==> src/rtl/song_reader.sv <==
// Note sequencer: walks a song ROM, hands each note to the player and waits for note_done.
// Optional build macro SONG_READER_LOOP_EN makes a finished song restart while play is held.
module song_reader #(
  parameter int SONG_BITS      = 2,
  parameter int NOTE_ADDR_BITS = 5,
  parameter int NOTE_WIDTH     = 6,
  parameter int DUR_WIDTH      = 6
) (
  input  logic                                clk,
  input  logic                                reset,
  input  logic                                play,
  input  logic [SONG_BITS-1:0]                song,
  input  logic                                note_done,
  output logic [SONG_BITS+NOTE_ADDR_BITS-1:0] rom_addr,
  input  logic [NOTE_WIDTH+DUR_WIDTH-1:0]     rom_data,
  output logic [NOTE_WIDTH-1:0]               note,
  output logic [DUR_WIDTH-1:0]                duration,
  output logic                                new_note,
  output logic                                song_done
);

  typedef enum logic [2:0] {
    S_IDLE      = 3'd0,
    S_FETCH     = 3'd1,
    S_WAIT_ROM  = 3'd2,
    S_ISSUE     = 3'd3,
    S_WAIT_DONE = 3'd4,
    S_ADVANCE   = 3'd5,
    S_DONE      = 3'd6
  } state_t;

  state_t                      r_state;
  state_t                      w_next;
  logic [SONG_BITS-1:0]        r_song_q;
  logic [NOTE_ADDR_BITS-1:0]   r_note_idx;
  logic [NOTE_WIDTH-1:0]       r_note;
  logic [DUR_WIDTH-1:0]        r_duration;
  logic                        r_new_note;
  logic                        r_song_done;

  logic                        w_active;
  logic                        w_abort;
  logic                        w_latch_song;
  logic                        w_clear_idx;
  logic                        w_inc_idx;
  logic                        w_load;
  logic [NOTE_WIDTH-1:0]       w_note_field;
  logic [DUR_WIDTH-1:0]        w_dur_field;

  assign w_note_field = rom_data[NOTE_WIDTH+DUR_WIDTH-1:DUR_WIDTH];
  assign w_dur_field  = rom_data[DUR_WIDTH-1:0];

  // A song change only aborts while a song is actually being walked.
  assign w_active = (r_state == S_FETCH) || (r_state == S_WAIT_ROM) || (r_state == S_ISSUE) ||
                    (r_state == S_WAIT_DONE) || (r_state == S_ADVANCE);
  assign w_abort  = play && (song != r_song_q) && w_active;

  // Next-state and datapath control; play=0 holds every state except IDLE, WAIT_DONE and DONE.
  always_comb begin
    w_next       = r_state;
    w_latch_song = 1'b0;
    w_clear_idx  = 1'b0;
    w_inc_idx    = 1'b0;
    w_load       = 1'b0;
    if (w_abort) begin
      w_next       = S_FETCH;
      w_latch_song = 1'b1;
      w_clear_idx  = 1'b1;
    end else begin
      case (r_state)
        S_IDLE: begin
          if (play) begin
            w_next       = S_FETCH;
            w_latch_song = 1'b1;
            w_clear_idx  = 1'b1;
          end else begin
            w_next = S_IDLE;
          end
        end
        S_FETCH: begin
          if (play) w_next = S_WAIT_ROM;
          else      w_next = S_FETCH;
        end
        S_WAIT_ROM: begin
          if (!play) begin
            w_next = S_WAIT_ROM;
          end else if (w_dur_field == {DUR_WIDTH{1'b0}}) begin
            w_next = S_DONE;
          end else begin
            w_next = S_ISSUE;
            w_load = 1'b1;
          end
        end
        S_ISSUE: begin
          if (play) w_next = S_WAIT_DONE;
          else      w_next = S_ISSUE;
        end
        S_WAIT_DONE: begin
          if (!note_done)       w_next = S_WAIT_DONE;
          else if (&r_note_idx) w_next = S_DONE;
          else                  w_next = S_ADVANCE;
        end
        S_ADVANCE: begin
          if (play) begin
            w_next    = S_FETCH;
            w_inc_idx = 1'b1;
          end else begin
            w_next = S_ADVANCE;
          end
        end
        S_DONE: begin
          // DONE is a single-cycle state so song_done is always exactly one pulse.
          w_clear_idx = 1'b1;
`ifdef SONG_READER_LOOP_EN
          if (play) w_next = S_FETCH;
          else      w_next = S_IDLE;
`else
          w_next = S_IDLE;
`endif
        end
        default: begin
          w_next = S_IDLE;
        end
      endcase
    end
  end

  // State, song/index registers, note latch and the two output pulses.
  always_ff @(posedge clk) begin
    if (reset) begin
      r_state     <= S_IDLE;
      r_song_q    <= {SONG_BITS{1'b0}};
      r_note_idx  <= {NOTE_ADDR_BITS{1'b0}};
      r_note      <= {NOTE_WIDTH{1'b0}};
      r_duration  <= {DUR_WIDTH{1'b0}};
      r_new_note  <= 1'b0;
      r_song_done <= 1'b0;
    end else begin
      r_state <= w_next;
      if (w_latch_song) r_song_q <= song;
      if (w_clear_idx)    r_note_idx <= {NOTE_ADDR_BITS{1'b0}};
      else if (w_inc_idx) r_note_idx <= r_note_idx + NOTE_ADDR_BITS'(1);
      if (w_load) begin
        r_note     <= w_note_field;
        r_duration <= w_dur_field;
      end
      // Pulses fire on entry only, so a pause while in ISSUE cannot repeat new_note.
      r_new_note  <= (w_next == S_ISSUE) && (r_state != S_ISSUE);
      r_song_done <= (w_next == S_DONE) && (r_state != S_DONE);
    end
  end

  assign rom_addr  = {r_song_q, r_note_idx};
  assign note      = r_note;
  assign duration  = r_duration;
  assign new_note  = r_new_note;
  assign song_done = r_song_done;

endmodule

==> config.mk <==
export PLATFORM = sky130hd
export DESIGN_NAME = song_reader
export DESIGN_NICKNAME = d
export VERILOG_FILES = /design/src/rtl/song_reader.sv
export SDC_FILE = /design/constraint.sdc
export NUM_CORES = 1
export LEC_CHECK = 0
export BUFFER_PORTS_ARGS = -buffer_cell sky130_fd_sc_hd__buf_4
export CAP_MARGIN = 40
export CELL_PAD_IN_SITES_DETAIL_PLACEMENT = 1
export CELL_PAD_IN_SITES_GLOBAL_PLACEMENT = 1
export CORE_UTILIZATION = 36
export DETAILED_ROUTE_END_ITERATION = 8
export PLACE_DENSITY = 0.83
export SLEW_MARGIN = 15
export SYNTH_ARGS = -nofsm -noshare
export SYNTH_HDL_FRONTEND = slang
export SYNTH_SLANG_ARGS = --single-unit
==> constraint.sdc <==
create_clock -name clk -period 2.19 [get_ports clk]
set_input_delay 0.219 -clock clk [delete_from_list [all_inputs] [get_ports clk]]
set_output_delay 0.219 -clock clk [all_outputs]
set_load 0.01 [all_outputs]
-- Yosys cells after proc, flatten, opt, wreduce, memory -nomap -nowiden
Cells that the tools add are included.
- flip-flop bits (word level): 24
- bits in latches: 0
- memory bits (writable): 0
- bits in read-only memories: 0
- bits of input ports: 18
- output and inout port bits: 21
- memories: 0
- add/sub/neg operators: 1
- multipliers: 0
- divide/modulo/power cells: 0
- magnitude comparators: 0
- eq/ne operators: 11
- shift-type cells: 0
- muxes and demuxes: 21
- bitwise gates (word level): 0
- reductions and logical operators: 12
- operator list (kind ; number):
    3-bit case mux with 6 select lines ; 1
    3-bit 2-to-1 mux ; 5
    3-bit equality test (second input constant) ; 4
    1-bit 2-to-1 mux ; 11
    3-bit by 2-bit equality test with 1-bit output (second input constant) ; 3
    6-bit logical NOT ; 1
    2-bit 2-to-1 mux ; 3
    5-bit by 1-bit adder with 5-bit output (second input constant) ; 1
    5-bit AND reduction ; 1
    1-bit logical AND ; 4
    1-bit logical OR ; 4
    3-bit by 1-bit equality test with 1-bit output (second input constant) ; 1
    3-bit logical NOT ; 1
    3-bit by 2-bit inequality test with 1-bit output (second input constant) ; 1
    3-bit inequality test (second input constant) ; 1
    2-bit inequality test ; 1
    1-bit case mux with 2 select lines ; 1
    2-bit OR reduction ; 1

-- Logic depth before layout (Yosys ltp)
- depth after elaboration: 9
- gate-level depth with buffers: 8
- mapped depth without buffers: 8

-- Least setup slack after synthesis
No wires, ideal clock.
- path kind: reg-to-reg
- from: register r_song_q[1]
- to: register r_duration[0] (netlist: duration[0])
- setup time: 0.128 ns
- arrival time: 1.464 ns
- required time: 2.062 ns
- slack: 0.599 ns
- stages on the path, launching flop included: 7
- path through: dfxtp_1 -> xnor2_2 -> nand2_2 -> nor4b_4 -> buf_8 -> mux2i_1 -> nor2_1
- longest elaborated chain between the ends: 4
- ends and longest elaborated chain (what ; line ; text):
    start, declared ; 34 ; logic [SONG_BITS-1:0] r_song_q;
    start signal, assigned ; 132 ; r_song_q <= {SONG_BITS{1'b0}};
    start signal, assigned ; 140 ; if (w_latch_song) r_song_q <= song;
    2-bit inequality test ; 56 ; assign w_abort = play && (song != r_song_q) && w_active;
    1-bit logical AND (2 in a row) ; 56 ;
    1-bit 2-to-1 mux ; 65 ; if (w_abort) begin
    end signal, assigned ; 135 ; r_duration <= {DUR_WIDTH{1'b0}};
    end signal, assigned ; 145 ; r_duration <= w_dur_field;
    end, declared ; 37 ; logic [DUR_WIDTH-1:0] r_duration;
No other way between the ends.
A chain may end at the register's enable or synchronous reset.

-- Worst setup path after layout
- from: register r_state[0]
- to: register r_note_idx[3]
- longest elaborated chain between the ends: 8
- ends and longest elaborated chain (what ; line ; text):
    start, declared ; 32 ; state_t r_state;
    start signal, assigned ; 139 ; r_state <= w_next;
    3-bit by 1-bit equality test with 1-bit output or 3-bit by 2-bit equality test with 1-bit output (tied branches) ; 54 ; assign w_active = (r_state == S_FETCH) || (r_state == S_WAIT_ROM) || (r_state == S_ISSUE) ||
    1-bit logical OR (3 in a row) ; 54 ;
    1-bit logical OR ; 55 ; (r_state == S_WAIT_DONE) || (r_state == S_ADVANCE);
    1-bit logical AND ; 56 ;
    1-bit 2-to-1 mux ; 65 ;
    2-bit OR reduction (no source line) ; - ;
    end signal, assigned ; 133 ; r_note_idx <= {NOTE_ADDR_BITS{1'b0}};
    end signal, assigned ; 141 ; if (w_clear_idx) r_note_idx <= {NOTE_ADDR_BITS{1'b0}};
    end signal, assigned ; 142 ; else if (w_inc_idx) r_note_idx <= r_note_idx + NOTE_ADDR_BITS'(1);
    end, declared ; 35 ; logic [NOTE_ADDR_BITS-1:0] r_note_idx;
Parallel ways exist; a longest one is shown, timed or not.

==> flow_summary.toml <==
[outcome]
status = "finished, violations left"
violations = "design-rule violations"

[routing]
wire_per_inst_um = 13.6
drtIter0Drc = 36
vias = 980
firstDrtPassIters = 6
antenna_left = 0
drc_errors = 2
drt_wl_total_mm = 2.72
viasPerCell = 4.90

[sta]
hold_ws_ns = 0.136
finalSetupViolations = 0
tns_ns = 0
maxSlewHeadroom_pct = 60.4
finalMaxSlewViolations = 0
max_freq_mhz = 551
fin_crit_sh_pct = 82.9
period_needed_ns = 1.82
worst_slew_pin_slew_ns = 0.587
rsz0062_at_grt = "false"
fin_skew_ns = 0.00333
hold_viol = 0

[pwr]
powerDensity_mw_per_mm2 = 617
vdd_drop_max_mv = 0.330
power.total_mw = 0.920
p_leak_nw = 0.640

[cts]
cts-buffers-inserted = 3
cts_setup_buffers = 0
ctsResizeCount = 0
clk_latency_ns = 0.32
clk_path_buf_depth = 2
ctsHoldBuffers = 0
tritoncts = "done"
clk_pin_slew_worst_paths_ns = 0.14
cts.sinks = 24
root_buffer = "clkbuf_4"
h-tree-depth = 1

[yosys]
ys_ff_latch = 24
synth_area_mm2 = 0.00114
yosysWarnings = 0
synth.avg_cell_area_um2 = 9.50
ys_seq_area_share_pct = 42.2
syn_inst = 120
synth_nets = 140
yosys.cell_types.count = 33

[die]
core_area_mm2 = 0.00303
start_util_pct = 37.6
rows = 20
die_h_um = 58.3
pin_count = 39
dieWidth_um = 58.3
die_area_mm2 = 0.00340

[global_route]
grt_pass1_vias = 985
busiest_layer = "met2"
grt_overflow_total = 0
track_usage_pct = 17.9
grt_use_met3_pct = 2.23
grt_max_degree = 18
grt_pass1_wl_mm = 4.54
antenna_found_initial = 0
grt_util_met1_pct = 22.5
grt_use_met2_pct = 30.5

[place]
port_buffers = 38
hpwl_mm = 2.09
gp_congestion = 0.887

[layout]
antennaDiodeCount = 0
drive_above_1_share_pct = 32.7
final_nets = 177
area_growth_pct = 30.7
ff_latch_area_um2 = 480
nFillCells = 362
multiInputGateArea_um2 = 598

[worst_setup_path]
critPathMaxFanout = 12
critPathKind = "register to register"
critPathLaunchType = "register"
worstPathArrival_ns = 2.06
required_ns = 2.43
end_kind = "register"

[worst_hold_path]
min_path_type = "primary input to register"

[job]
maxCapViolations = 0
[path summary, 6_finish.rpt]
kind,start,endpoint,slack (ns),cells after the start
min reg2reg,note[2],note[2],0.52,2
min,rom_data[9],note[3],0.14,3
max reg2reg,r_state[0],r_note_idx[3],0.37,5
max,r_state[0],r_note_idx[3],0.37,5
[where the power goes]
part,switching (mW),total [mW],internal (mW)
clock network,0.139,0.324,0.185
logic,0.0629,0.129,0.0666
registers,0.0188,0.467,0.448
total,0.220,0.920,0.699
[synthesized netlist by cell type]
cell      instances  share of area, %
nor2_1           25               8.2
dfxtp_1          24                42
mux2i_1          16                14
nor3_1            6               2.6
nand2_1           5               1.6
a21oi_1           4               1.8
a31oi_1           3               1.6
buf_4             3               2.0
inv_1             3              0.99
xor2_1            3               2.3
clkbuf_1          2              0.66
ha_1              2               2.2
nand2_2           2               1.1
o21ai_0           2              0.88
xnor2_2           2               2.9
a21boi_1          1              0.66
and3_1            1              0.55
and4bb_1          1               1.1
buf_2             1              0.44
buf_8             1               1.3
nand2b_2          1              0.77
nand3_1           1              0.44
nand4_1           1              0.55
nor2b_4           1               1.2
nor4b_1           1              0.77
nor4b_4           1               2.1
nor4bb_1          1              0.88
o21a_1            1              0.66
o21ba_1           1              0.88
o221ai_1          1              0.77
o22ai_1           1              0.55
or2_2             1              0.55
xnor2_1           1              0.77
[metal layers]
layer  up-vias  share of wire (%)
li1        487                  -
met1       470                 47
met2        21                 51
met3         2                2.3
met4         0               0.44
met5         -                  0
[flip-flops by register name (all words and copies together) (netlist names)]
| name | count |
|---|---|
| r_state | 3 |
| song_done | 1 |
| r_song_q | 2 |
| r_note_idx | 5 |
| new_note | 1 |
| note | 6 |
| duration | 6 |
[logic make-up after synthesis]
group / Yosys count / synth area share (%)
AO/OA/AOI/OAI: 14 / 7.79
XOR/XNOR: 6 / 5.93
adder cells (fa/ha/maj): 2 / 2.20
buffers and inverters: 10 / 5.38
flip-flops: 24 / 42.2
multiplexers: 16 / 14.1
AND/OR/NAND/NOR: 48 / 22.5
[area by class of cell]
class / instances / area share, %
Clock buffer: 3 / 1.51
Clock inverter: 1 / 2.02
Inverter: 3 / 0.756
Multi-Input combinational cell: 86 / 40.1
Sequential cell: 24 / 32.2
Tap cell: 44 / 3.69
Timing Repair Buffer: 39 / 19.6
[critical path, cell delays in order (launching register included)]
cell and delay, ns:
dfxtp_1 0.65, nand2_1 0.16, and4bb_1 0.45, nand4_1 0.16, xor2_1 0.16, nor3_1 0.16
[cells in the final DEF (no fill, tap or decap), types with 3 or more instances in the layout]
| cell | count |
|---|---|
| a21oi_1 | 4 |
| a31oi_1 | 3 |
| buf_4 | 39 |
| clkbuf_4 | 3 |
| dfxtp_1 | 24 |
| inv_1 | 3 |
| mux2i_1 | 16 |
| nand2_1 | 5 |
| nor2_1 | 25 |
| nor3_1 | 6 |
| xor2_1 | 3 |
[through the flow]
step | setup slack [ns] | cell area [µm²] | util (%) | instances
after floorplan | 0.599 | 1140 | - | 120
after global placement | 0.550 | 1440 | 47.5 | 196
after detailed placement | 0.449 | 1440 | 47.5 | 196
after CTS | 0.375 | 1490 | 49.2 | 200
after global routing | 0.248 | 1490 | 49.2 | 200
final | 0.375 | 1490 | 49.2 | 200
(Power assumes the default switching activity.)
